**src/rtl/add3_pkg.sv**
```systemverilog
// add3_pkg: shared widths, FSM states and counter helpers for the add3 accumulator.
package add3_pkg;
    localparam int DATA_W    = 3;
    localparam int CNT_W_DEF = 4;

    typedef enum logic [1:0] {IDLE, ACCUM, DONE} state_t;

    function automatic int cnt_max(input int w);
        return (1 << w) - 1;
    endfunction

    localparam int CNT_MAX = cnt_max(CNT_W_DEF);
endpackage

```
**src/rtl/add3_ripple.sv**
```systemverilog
// add3_ripple: combinational ripple-carry adder of two DATA_W-bit operands.
module add3_ripple
    import add3_pkg::*;
(
    input  logic [DATA_W-1:0] a,
    input  logic [DATA_W-1:0] b,
    output logic [DATA_W-1:0] s,
    output logic              cout
);
    logic [DATA_W:0] c;

    assign c[0] = 1'b0;
    for (genvar i = 0; i < DATA_W; i++) begin : g_fa
        assign s[i]   = a[i] ^ b[i] ^ c[i];
        assign c[i+1] = (a[i] & b[i]) | (c[i] & (a[i] ^ b[i]));
    end
    assign cout = c[DATA_W];
endmodule

```
**src/rtl/add3_accumulator.sv**
```systemverilog
// add3_accumulator: folds NUM_OPS operands per frame through add3_ripple, counting carry-outs.
// Define ADD3_ACC_SAT_EN to force the running sum to 7 on any carry-out instead of wrapping.
module add3_accumulator
    import add3_pkg::*;
#(
    parameter int NUM_OPS = 4,
    parameter int CNT_W   = CNT_W_DEF
) (
    input  logic              clk,
    input  logic              rst_n,
    input  logic              start,
    input  logic              in_valid,
    output logic              in_ready,
    input  logic [DATA_W-1:0] in_data,
    output logic              out_valid,
    input  logic              out_ready,
    output logic [DATA_W-1:0] out_sum,
    output logic              out_ovf,
    output logic [CNT_W-1:0]  out_carries,
    output logic              busy
);
    localparam logic [CNT_W-1:0] LAST = CNT_W'(NUM_OPS - 1);
    localparam logic [CNT_W-1:0] CMAX = CNT_W'(cnt_max(CNT_W));

    state_t            state, state_nxt;
    logic [DATA_W-1:0] acc, sum, acc_nxt;
    logic [CNT_W-1:0]  op_cnt, carry_cnt, carry_nxt;
    logic              ovf, cout, beat, last;

    add3_ripple u_add (.a(acc), .b(in_data), .s(sum), .cout(cout));

`ifdef ADD3_ACC_SAT_EN
    assign acc_nxt = cout ? '1 : sum;
`else
    assign acc_nxt = sum;
`endif
    assign carry_nxt = (cout && carry_cnt != CMAX) ? carry_cnt + CNT_W'(1) : carry_cnt;
    assign beat      = state == ACCUM && in_valid;
    assign last      = beat && op_cnt == LAST;

    always_ff @(posedge clk or negedge rst_n) begin
        if (!rst_n) state <= IDLE;
        else        state <= state_nxt;
    end

    always_comb begin
        state_nxt = state;
        case (state)
            IDLE:    state_nxt = start ? ACCUM : IDLE;
            ACCUM:   state_nxt = last ? DONE : ACCUM;
            DONE:    state_nxt = out_ready ? IDLE : DONE;
            default: state_nxt = IDLE;
        endcase
    end

    always_comb begin
        in_ready  = state == ACCUM;
        out_valid = state == DONE;
        busy      = state != IDLE;
    end

    // Result registers load only on the beat that enters DONE, so they hold otherwise.
    always_ff @(posedge clk or negedge rst_n) begin
        if (!rst_n) begin
            acc         <= '0;
            op_cnt      <= '0;
            carry_cnt   <= '0;
            ovf         <= 1'b0;
            out_sum     <= '0;
            out_ovf     <= 1'b0;
            out_carries <= '0;
        end else begin
            if (state == IDLE && start) begin
                acc       <= '0;
                op_cnt    <= '0;
                carry_cnt <= '0;
                ovf       <= 1'b0;
            end else if (beat) begin
                acc       <= acc_nxt;
                op_cnt    <= op_cnt + CNT_W'(1);
                carry_cnt <= carry_nxt;
                ovf       <= ovf | cout;
            end
            if (last) begin
                out_sum     <= acc_nxt;
                out_ovf     <= ovf | cout;
                out_carries <= carry_nxt;
            end
        end
    end
endmodule
```
**config.mk**
```make
export PLATFORM = sky130hd
export DESIGN_NAME = add3_accumulator
export DESIGN_NICKNAME = d
export VERILOG_FILES = /design/src/rtl/add3_pkg.sv /design/src/rtl/add3_ripple.sv /design/src/rtl/add3_accumulator.sv
export SDC_FILE = /design/constraint.sdc
export NUM_CORES = 1
export LEC_CHECK = 0
export CAP_MARGIN = 20
export CORE_MARGIN = 5
export CORE_UTILIZATION = 40
export DETAILED_ROUTE_END_ITERATION = 16
export GPL_ROUTABILITY_DRIVEN = 0
export PLACE_DENSITY = 0.7
export SLEW_MARGIN = 20
export SYNTH_ARGS = -nofsm -noshare
export SYNTH_HDL_FRONTEND = slang
export SYNTH_SLANG_ARGS = --single-unit
```
**constraint.sdc**
```tcl
create_clock -name clk -period 3.3 [get_ports clk]
set_input_delay 0.66 -clock clk [delete_from_list [all_inputs] [get_ports clk]]
set_output_delay 0.66 -clock clk [all_outputs]
set_load 0.01 [all_outputs]
```
=== Word level (Yosys, flattened, before mapping) ===
Cells that the tools add are included.

* Flip-flop bits (word level): 22
* Output and inout port bits: 11

* Mux-type cells: 13
* Add/subtract/negate cells: 2
* Bitwise operators: 13
* Reductions and logical operators: 7
* Eq/ne operators: 4

{| class="wikitable"
|+ Operators with widths
! cell !! count
|-
| $mux W4 || 5
|-
| $add A4 B1 Y4 const B || 2
|-
| $mux W3 || 2
|-
| $pmux W2 S3 || 1
|-
| $and A1 B1 Y1 || 5
|-
| $xor A1 B1 Y1 || 5
|-
| $eq A4 B2 Y1 const B || 1
|-
| $logic_and A1 B1 Y1 || 4
|-
| $mux W2 || 2
|-
| $ne A4 B4 Y1 const B || 1
|-
| $reduce_bool A2 Y1 || 2
|-
| $mux W1 || 3
|-
| $or A1 B1 Y1 || 3
|-
| $eq A2 B1 Y1 const B || 1
|-
| $eq A2 B2 Y1 const B || 1
|-
| $logic_not A2 Y1 || 1
|}

=== Depth between registers and ports, before layout ===
Gate-level depths: netlist (run 1).

* Word-level depth: 9
* Gate-level depth with buffers: 7
* Depth with buffers taken out: 6

=== By module ===
From an unflattened synthesis (run 1), not the netlist that was laid out.

* Cell total of the unflattened synthesis: 99
* Area total of the unflattened synthesis: 1098.6 µm²

{| class="wikitable"
|+ Modules (own cells, without submodules)
! module !! cells each !! times used !! area each (µm²) !! sequential area each (µm²)
|-
| add3_accumulator || 91 || 1 || 1027.2 || 550.5
|-
| add3_ripple || 8 || 1 || 71.3 || 0.0
|}

=== Worst setup path before layout (run 1) ===
No wires, ideal clock.

* Path type: input to register
* Start point: input in_data[0]
* End point: register out_carries[2]
* Stages: 7
* Arrival time: 2152 ps
* Setup slack: 1023 ps
* Setup time: 125 ps
* Cells stage by stage: ha_1 -> fa_1 -> fa_1 -> buf_2 -> a21oi_1 -> nor2_1 -> mux2_4

* Cells in the longest elaborated chain, start to end: 7

{| class="wikitable"
|+ Ends and longest elaborated chain
! item !! RTL line !! text
|-
| start: declaration || add3_accumulator.sv:14 || <nowiki>input logic [DATA_W-1:0] in_data,</nowiki>
|-
| $and A1 B1 Y1 (2 in series) || add3_ripple.sv:15 || <nowiki>assign c[i+1] = (a[i] & b[i]) | (c[i] & (a[i] ^ b[i]));</nowiki>
|-
| $or A1 B1 Y1 || add3_ripple.sv:15 ||
|-
| $and A1 B1 Y1 || add3_ripple.sv:15 ||
|-
| $or A1 B1 Y1 || add3_ripple.sv:15 ||
|-
| $logic_and A1 B1 Y1 || add3_accumulator.sv:37 || <nowiki>assign carry_nxt = (cout && carry_cnt != CMAX) ? carry_cnt + CNT_W'(1) : carry_cnt;</nowiki>
|-
| $mux W4 || add3_accumulator.sv:37 ||
|-
| end signal: assignment || add3_accumulator.sv:87 || <nowiki>out_carries <= carry_nxt;</nowiki>
|-
| end: declaration || add3_accumulator.sv:19 || <nowiki>output logic [CNT_W-1:0] out_carries,</nowiki>
|}

No other way between the ends.
A chain may end at the register's enable or synchronous reset.

=== Worst setup path in the final report (run 1) ===
* Start point: register state[0]
* End point: output in_ready

* Cells in the longest elaborated chain, start to end: 1

{| class="wikitable"
|+ Ends and longest elaborated chain
! item !! RTL line !! text
|-
| start: declaration || add3_accumulator.sv:25 || <nowiki>state_t state, state_nxt;</nowiki>
|-
| start signal: assignment || add3_accumulator.sv:43 || <nowiki>else state <= state_nxt;</nowiki>
|-
| $eq A2 B1 Y1 || add3_accumulator.sv:57 || <nowiki>in_ready = state == ACCUM;</nowiki>
|-
| end: declaration || add3_accumulator.sv:13 || <nowiki>output logic in_ready,</nowiki>
|}

No other way between the ends.

==> results of run 1 <==
-- layout make-up --
class	count	area, sq um	share of cell area (%)
Clock buffer	4	36.3	2.70
Timing Repair Buffer	19	183	13.6
Multi-Input combinational cell	75	527	39.1
Tap cell	31	38.8	2.88
Inverter	3	11.3	0.836
Sequential cell	22	551	40.9
-- sequential cells by signal, indices dropped and copies added (netlist names) --
name	flops
carry_cnt	4
op_cnt	4
out_sum	3
state	2
acc	3
out_carries	4
out_ovf	1
ovf	1
-- power groups by stage --
stage / combinational [mW] / sequential (mW) / clock [mW]
2_1_floorplan: 0.298 / 0.469 / 0
3_3_place_gp: 0.487 / 0.459 / 0
3_5_place_dp: 0.497 / 0.465 / 0
4_1_cts: 0.501 / 0.459 / 0.154
5_1_grt: 0.550 / 0.478 / 0.165
6_report: 0.493 / 0.458 / 0.151
-- through the flow --
stage	setup WS [ps]	hold WS, ps	utilization (%)	std cells
CTS	726	530	49.4	154
finish	717	287	49.2	154
global route	583	336	49.2	154
global placement	500	481	48.1	150
floorplan	1020	364	-	105
detailed placement	471	495	48.1	150
-- routing by layer --
metal  GRT usage [%]  up-vias
met5               0        -
met4            5.84        0
li1                -      418
met3            2.13        5
met2            19.1       14
met1            16.9      429
-- critical path, stage by stage (launching register included) --
cell and delay (ps):
sky130_fd_sc_hd__dfrtp_1 490, sky130_fd_sc_hd__nor2b_1 490, sky130_fd_sc_hd__clkdlybuf4s50_1 640
-- cells by family after synthesis --
kind of cell               after synthesis  share of synthesized area, %
AOI/OAI and AO/OA                       28                          14.6
adders and majority gates                5                          6.89
buffers and inverters                    8                          4.33
DFF                                     22                          48.9
muxes                                    6                          6.11
and+or+nand+nor                         36                          19.2
-- cell usage in the layout (no fill, tap or decap), drive strengths merged, types with 2 or more instances in the layout --
cell type	synthesis	routed
dfrtp	22	22
clkdlybuf4s50	0	17
a21oi	11	11
nand2	8	8
nand3	6	6
o21ai	6	6
a31oi	5	5
nor2	4	4
mux2	4	4
clkbuf	0	4
inv	3	3
or3	3	3
ha	3	3
nor2b	2	2
nand4	2	2
mux2i	2	2
fa	2	2
buf	5	2
-- final timing paths --
path | cells past startpoint | endpoint | from
setup / recovery | 2 | in_ready | state[0]
hold / removal | 1 | out_sum[2] | rst_n
setup reg to reg | 6 | carry_cnt[3] | acc[0]
hold reg to reg | 1 | out_sum[2] | out_sum[2]
max in group asynchronous | 1 | out_carries[2] | rst_n
min in group clk | 1 | out_sum[2] | out_sum[2]
==> summary.md, run 1 <==
| Metric | Value |
|---|---|
| Area fraction of the dominant cell type after synthesis | `48.9%` |
| Average via count per standard cell | `5.62` |
| Total number of nets in the final design | `137` |
| Fmax | `0.387 GHz` |
| Library cell with the largest summed area after synthesis | `sky130_fd_sc_hd__dfrtp_1` |
| Area growth, synth to finish | `19.6%` |
| Antenna Cells | `0` |
| CTS sink cnt | `22` |
| Number of endpoints with negative hold slack in the final report | `0` |
| Number of synthesized flops with an enable pin | `0` |
| Via count of the first global-routing pass | `873` |
| Part of the total power dissipated in combinational logic | `44.7%` |
| First drt pass iteration count | `4` |
| Worst hold path type | `in2async` |
| Share of layout cells above drive strength 1 | `13.0%` |
| Predominant post-synthesis flop cell | `sky130_fd_sc_hd__dfrtp_1` |
| Unrepaired setup endpoints after global routing | `false` |
| FP Rows | `19` |
| Dominant cell by count in the synthesized netlist | `sky130_fd_sc_hd__dfrtp_1` |
| Synth cell count leaders | `sky130_fd_sc_hd__dfrtp_1, sky130_fd_sc_hd__a21oi_1, sky130_fd_sc_hd__nand2_1, sky130_fd_sc_hd__nand3_1, sky130_fd_sc_hd__o21ai_0` |
| Max transition margin | `64.7%` |
| Estimated wirelength of the detail-placed design | `1.66 mm` |
| Internal power contribution | `0.694 mW` |
| Via count of the routed design | `866` |
| Library cell used as clock root buffer | `sky130_fd_sc_hd__clkbuf_4` |
| Power share of the sequential group | `41.5%` |
| Leakage | `0.588 nW` |
| CTS max path bufs | `2` |
| Min cycle time layout | `2580 ps` |
| Post-CTS Setup Repair Bufs | `0` |
| Most area-consuming cells after synthesis | `sky130_fd_sc_hd__dfrtp_1, sky130_fd_sc_hd__a21oi_1, sky130_fd_sc_hd__fa_1, sky130_fd_sc_hd__ha_1, sky130_fd_sc_hd__mux2_2` |
| Required time of the critical path | `2640 ps` |
| Cell variety after synth | `36` |
| Max-cap check violation count | `0` |
| Share of total power in the clock network | `13.7%` |
| Summed instance area of the synthesized netlist | `1130 sq um` |
| Total power of the final layout | `1.10 mW` |
| TritonCTS clock tree | `built` |
| DIE AREA | `3980 sq um` |
| Sort of element at the end of the critical path | `output port` |
| Global route total overflow | `0` |
| Sw Share | `37.1%` |
| Sequential cell area fraction in the yosys report | `48.9%` |
| Hold buffer count at cts | `0` |
| Outcome | `finished clean` |
| Global-route wire length before repair | `4.03 mm` |
| Worst clock skew | `2.04 ps` |
| Detailed-route wire length on metal 1 | `1.09 mm` |
| Post-synth ARST share | `100%` |
| Number of top-level pins | `19` |
| Average footprint of a synthesized cell | `10.7 sq um` |
| Setup TNS after final layout | `0 ps` |
| Starting Density | `41.2%` |
| Instance area at placement | `1320 sq um` |
| Worst-path maximum fanout | `8` |
| IO buf count | `18` |
| Number of instances in the synthesized netlist | `105` |
| Count of instances resized after the clock tree is built | `0` |
| Category of the critical setup timing path | `reg2out` |
| Detail Route Antenna Nets | `0` |
| Max layer used | `met4` |
| Worst-skew pair later-pin latency | `310 ps` |
| Level count of the clock H-tree | `1` |
| Post-DR wirelength/cell | `14.9 um` |
| Global-route total usage across every layer | `12.4%` |
| Final count of negative-setup-slack endpoints | `0` |
| Internal reg-to-reg setup slack | `1170 ps` |
| Slew Viols, Final | `0` |
| Synthesized Nets | `118` |
| WL final | `2.29 mm` |
| Slew @ Worst Pin | `528 ps` |
| Number of remaining DRC errors | `0` |
| Die W | `63.1 um` |
| Clock transition time at the flip-flop clock pins of the worst setup and hold paths | `130 ps` |
| Die boundary height | `63.1 um` |
| Number of warnings printed during yosys synthesis | `0` |
| Worst voltage drop across the vdd grid | `0.443 mV` |
| Number of fill cells in the layout | `255` |
| Number of antenna violations at the first check in global routing | `0` |
| Switching Power | `0.409 mW` |
| Signal arrival time at the worst endpoint | `1920 ps` |
| Sort of element at the start of the critical path | `flip-flop` |
| Final period util | `78.3%` |
| Number of register bits inferred by synthesis | `22` |
| WL met3 | `68 um` |
| Final instance area | `1350 sq um` |
| CTS buffer count | `3` |
| Area of the placeable core | `2730 sq um` |
| Iteration-0 DRC Markers | `21` |
| Power per cell area | `819 nW/um^2` |
| Pin count of the biggest net entering global routing | `23` |
| Met2 WL | `1.08 mm` |
No activity file was read; power rests on OpenSTA's default activity.
==> inputs of run 2 (changes only) <==
Settings changed: PLACE_DENSITY 0.7 to 0.72.
Clock period 3.3 ns to 2.3 ns, I/O delays scaled along.
==> summary.md, run 2 (same netlist as run 1, synthesis figures left out) <==
| Metric | Value |
|---|---|
| Outcome | `finished clean (unchanged)` |
| Post-DR wirelength/cell | `14.8 um (was 14.9 um)` |
| Category of the critical setup timing path | `in2reg (was reg2out)` |
| Average via count per standard cell | `5.42 (was 5.62)` |
| WL final | `2.35 mm (was 2.29 mm)` |
| Layout Utilization | `51.5% (was 49.2%)` |
| IO buf count | `18 (unchanged)` |
| CTS buffer count | `3 (unchanged)` |
| Total power of the final layout | `1.73 mW (was 1.10 mW)` |
| Sort of element at the end of the critical path | `flip-flop (was output port)` |
| Slew Viols, Final | `0 (unchanged)` |
| Via count of the routed design | `861 (was 866)` |
| Global-route total usage across every layer | `13.2% (was 12.4%)` |
| CTS sink cnt | `22 (unchanged)` |
| Number of antenna violations at the first check in global routing | `0 (unchanged)` |
| Number of remaining DRC errors | `0 (unchanged)` |
| Hold buffer count at cts | `0 (unchanged)` |
| Final period util | `93.9%` |
| Via count of the first global-routing pass | `897 (was 873)` |
| Total number of nets in the final design | `142 (was 137)` |
| Number of fill cells in the layout | `238 (was 255)` |
| Post-CTS Setup Repair Bufs | `0 (unchanged)` |
| Pre-CTS setup slack | `-308 ps (was 471 ps)` |
| Most used cells in the layout excluding fill and tap cells | `sky130_fd_sc_hd__dfrtp_1, sky130_fd_sc_hd__clkdlybuf4s50_1, sky130_fd_sc_hd__a21oi_1 (unchanged)` |
| Die boundary height | `63.1 um (unchanged)` |
| Clock transition time at the flip-flop clock pins of the worst setup and hold paths | `140 ps (was 130 ps)` |
| Cell Count, Final, Fillers Out | `159 (was 154)` |
| Required time of the critical path | `2520 ps (was 2640 ps)` |
| FP Rows | `19 (unchanged)` |
| Starting Density | `41.2% (unchanged)` |
| Signal arrival time at the worst endpoint | `2380 ps (was 1920 ps)` |
| Number of endpoints with negative hold slack in the final report | `0 (unchanged)` |
| Sort of element at the start of the critical path | `input pin (was flip-flop)` |
| Number of top-level pins | `19 (unchanged)` |
| First drt pass iteration count | `4 (unchanged)` |
| Hold slack final | `464 ps (was 287 ps)` |
| TritonCTS clock tree | `built (unchanged)` |
| Power per cell area | `1230 nW/um^2 (was 819 nW/um^2)` |
| Area of the placeable core | `2730 sq um (unchanged)` |
| Final count of negative-setup-slack endpoints | `0 (unchanged)` |
| Count of instances resized after the clock tree is built | `0 (unchanged)` |
| Iteration-0 DRC Markers | `23 (was 21)` |
| Level count of the clock H-tree | `1 (unchanged)` |
| CTS max path bufs | `2 (unchanged)` |
| Final Worst Setup Slack | `141 ps (was 717 ps)` |
| Max-cap check violation count | `0 (unchanged)` |
| Max transition margin | `72.1% (was 64.7%)` |
| Worst-skew pair later-pin latency | `320 ps (was 310 ps)` |
| Worst voltage drop across the vdd grid | `0.677 mV (was 0.443 mV)` |
| Antenna Cells | `0 (unchanged)` |
| DIE AREA | `3980 sq um (unchanged)` |
| Global-route wire length before repair | `4.15 mm (was 4.03 mm)` |
| Pin count of the biggest net entering global routing | `23 (unchanged)` |
| Area growth, synth to finish | `25.0% (was 19.6%)` |
| Detail Route Antenna Nets | `0 (unchanged)` |
| Regs by FF count | `carry_cnt x4, op_cnt x4, out_carries x4 (unchanged)` |
| Die W | `63.1 um (unchanged)` |
| Worst clock skew | `16.4 ps (was 2.04 ps)` |
| Slew @ Worst Pin | `418 ps (was 528 ps)` |
| Library cell used as clock root buffer | `sky130_fd_sc_hd__clkbuf_4 (unchanged)` |
| Commonest non-fill, non-tap cell in the layout | `sky130_fd_sc_hd__dfrtp_1 (unchanged)` |
| Leakage | `0.618 nW (was 0.588 nW)` |
| Worst-path maximum fanout | `8 (unchanged)` |
| Number of placed instances with taps included | `155 (was 150)` |
| Share of layout cells above drive strength 1 | `16.4% (was 13.0%)` |
| Global route total overflow | `0 (unchanged)` |
| Min cycle time layout | `2160 ps` |
| Fmax | `0.463 GHz` |
| Estimated wirelength of the detail-placed design | `1.79 mm (was 1.66 mm)` |
| Unrepaired setup endpoints after global routing | `false (unchanged)` |
| Worst hold path type | `in2async (unchanged)` |
## run 2: changes by cell type in the layout (fill, tap and decap cells not counted), sizes merged
cell           before  now
buf                 2    6
bufinv              0    1
clkbuf              4    3
clkdlybuf4s50      17   18
## run 2: per-layer routing
metal	vias up	part of all wire (%)	track usage [%]
met4	0	1.4	4.77
met2	12	53	23.1
met5	-	0	0
met3	5	1.9	3.20
li1	426	-	-
met1	418	44	15.6
## run 2: final cells by class
cell class	count	area (sq um)	share of cell area, %
flip-flops and latches	22	551	39.1
multi-input cells	75	529	37.6
repair buffers	24	225	16.0
well taps	31	38.8	2.76
clock inverters	1	30.0	2.13
clock buffers	3	22.5	1.60
inverters	3	11.3	0.800
## run 2: worst max-delay path: stages
cell,delay [ps]
sky130_fd_sc_hd__clkdlybuf4s50_1,420
sky130_fd_sc_hd__ha_1,220
sky130_fd_sc_hd__fa_1,390
sky130_fd_sc_hd__fa_2,410
sky130_fd_sc_hd__nand4_1,130
sky130_fd_sc_hd__mux2i_1,240
sky130_fd_sc_hd__mux2i_1,100
## run 2: final timing paths
path | from | to | slack, ps | depth (start not counted)
min in group clk | out_sum[2] | out_sum[2] | 520 | 1
hold / removal | rst_n | ovf | 460 | 2
max in group asynchronous | rst_n | acc[1] | 1590 | 2
hold reg to reg | out_sum[2] | out_sum[2] | 520 | 1
setup reg to reg | acc[0] | out_carries[3] | 330 | 6
setup / recovery | in_data[0] | out_carries[3] | 140 | 7
## run 2: metrics by stage
stage	setup TNS, ps	instance area, sq um
floorplan	0	1130
global placement	-1640	1350
detailed placement	-2160	1350
CTS	0	1410
global route	0	1410
finish	0	1410
## run 2: power by group
| group | internal [mW] | switching, mW | leakage, nW |
|---|---|---|---|
| Sequential | 0.536 | 0.124 | 0.280 |
| Clock | 0.176 | 0.128 | 0.0279 |
| Combinational | 0.407 | 0.356 | 0.309 |
| Total | 1.12 | 0.608 | 0.618 |
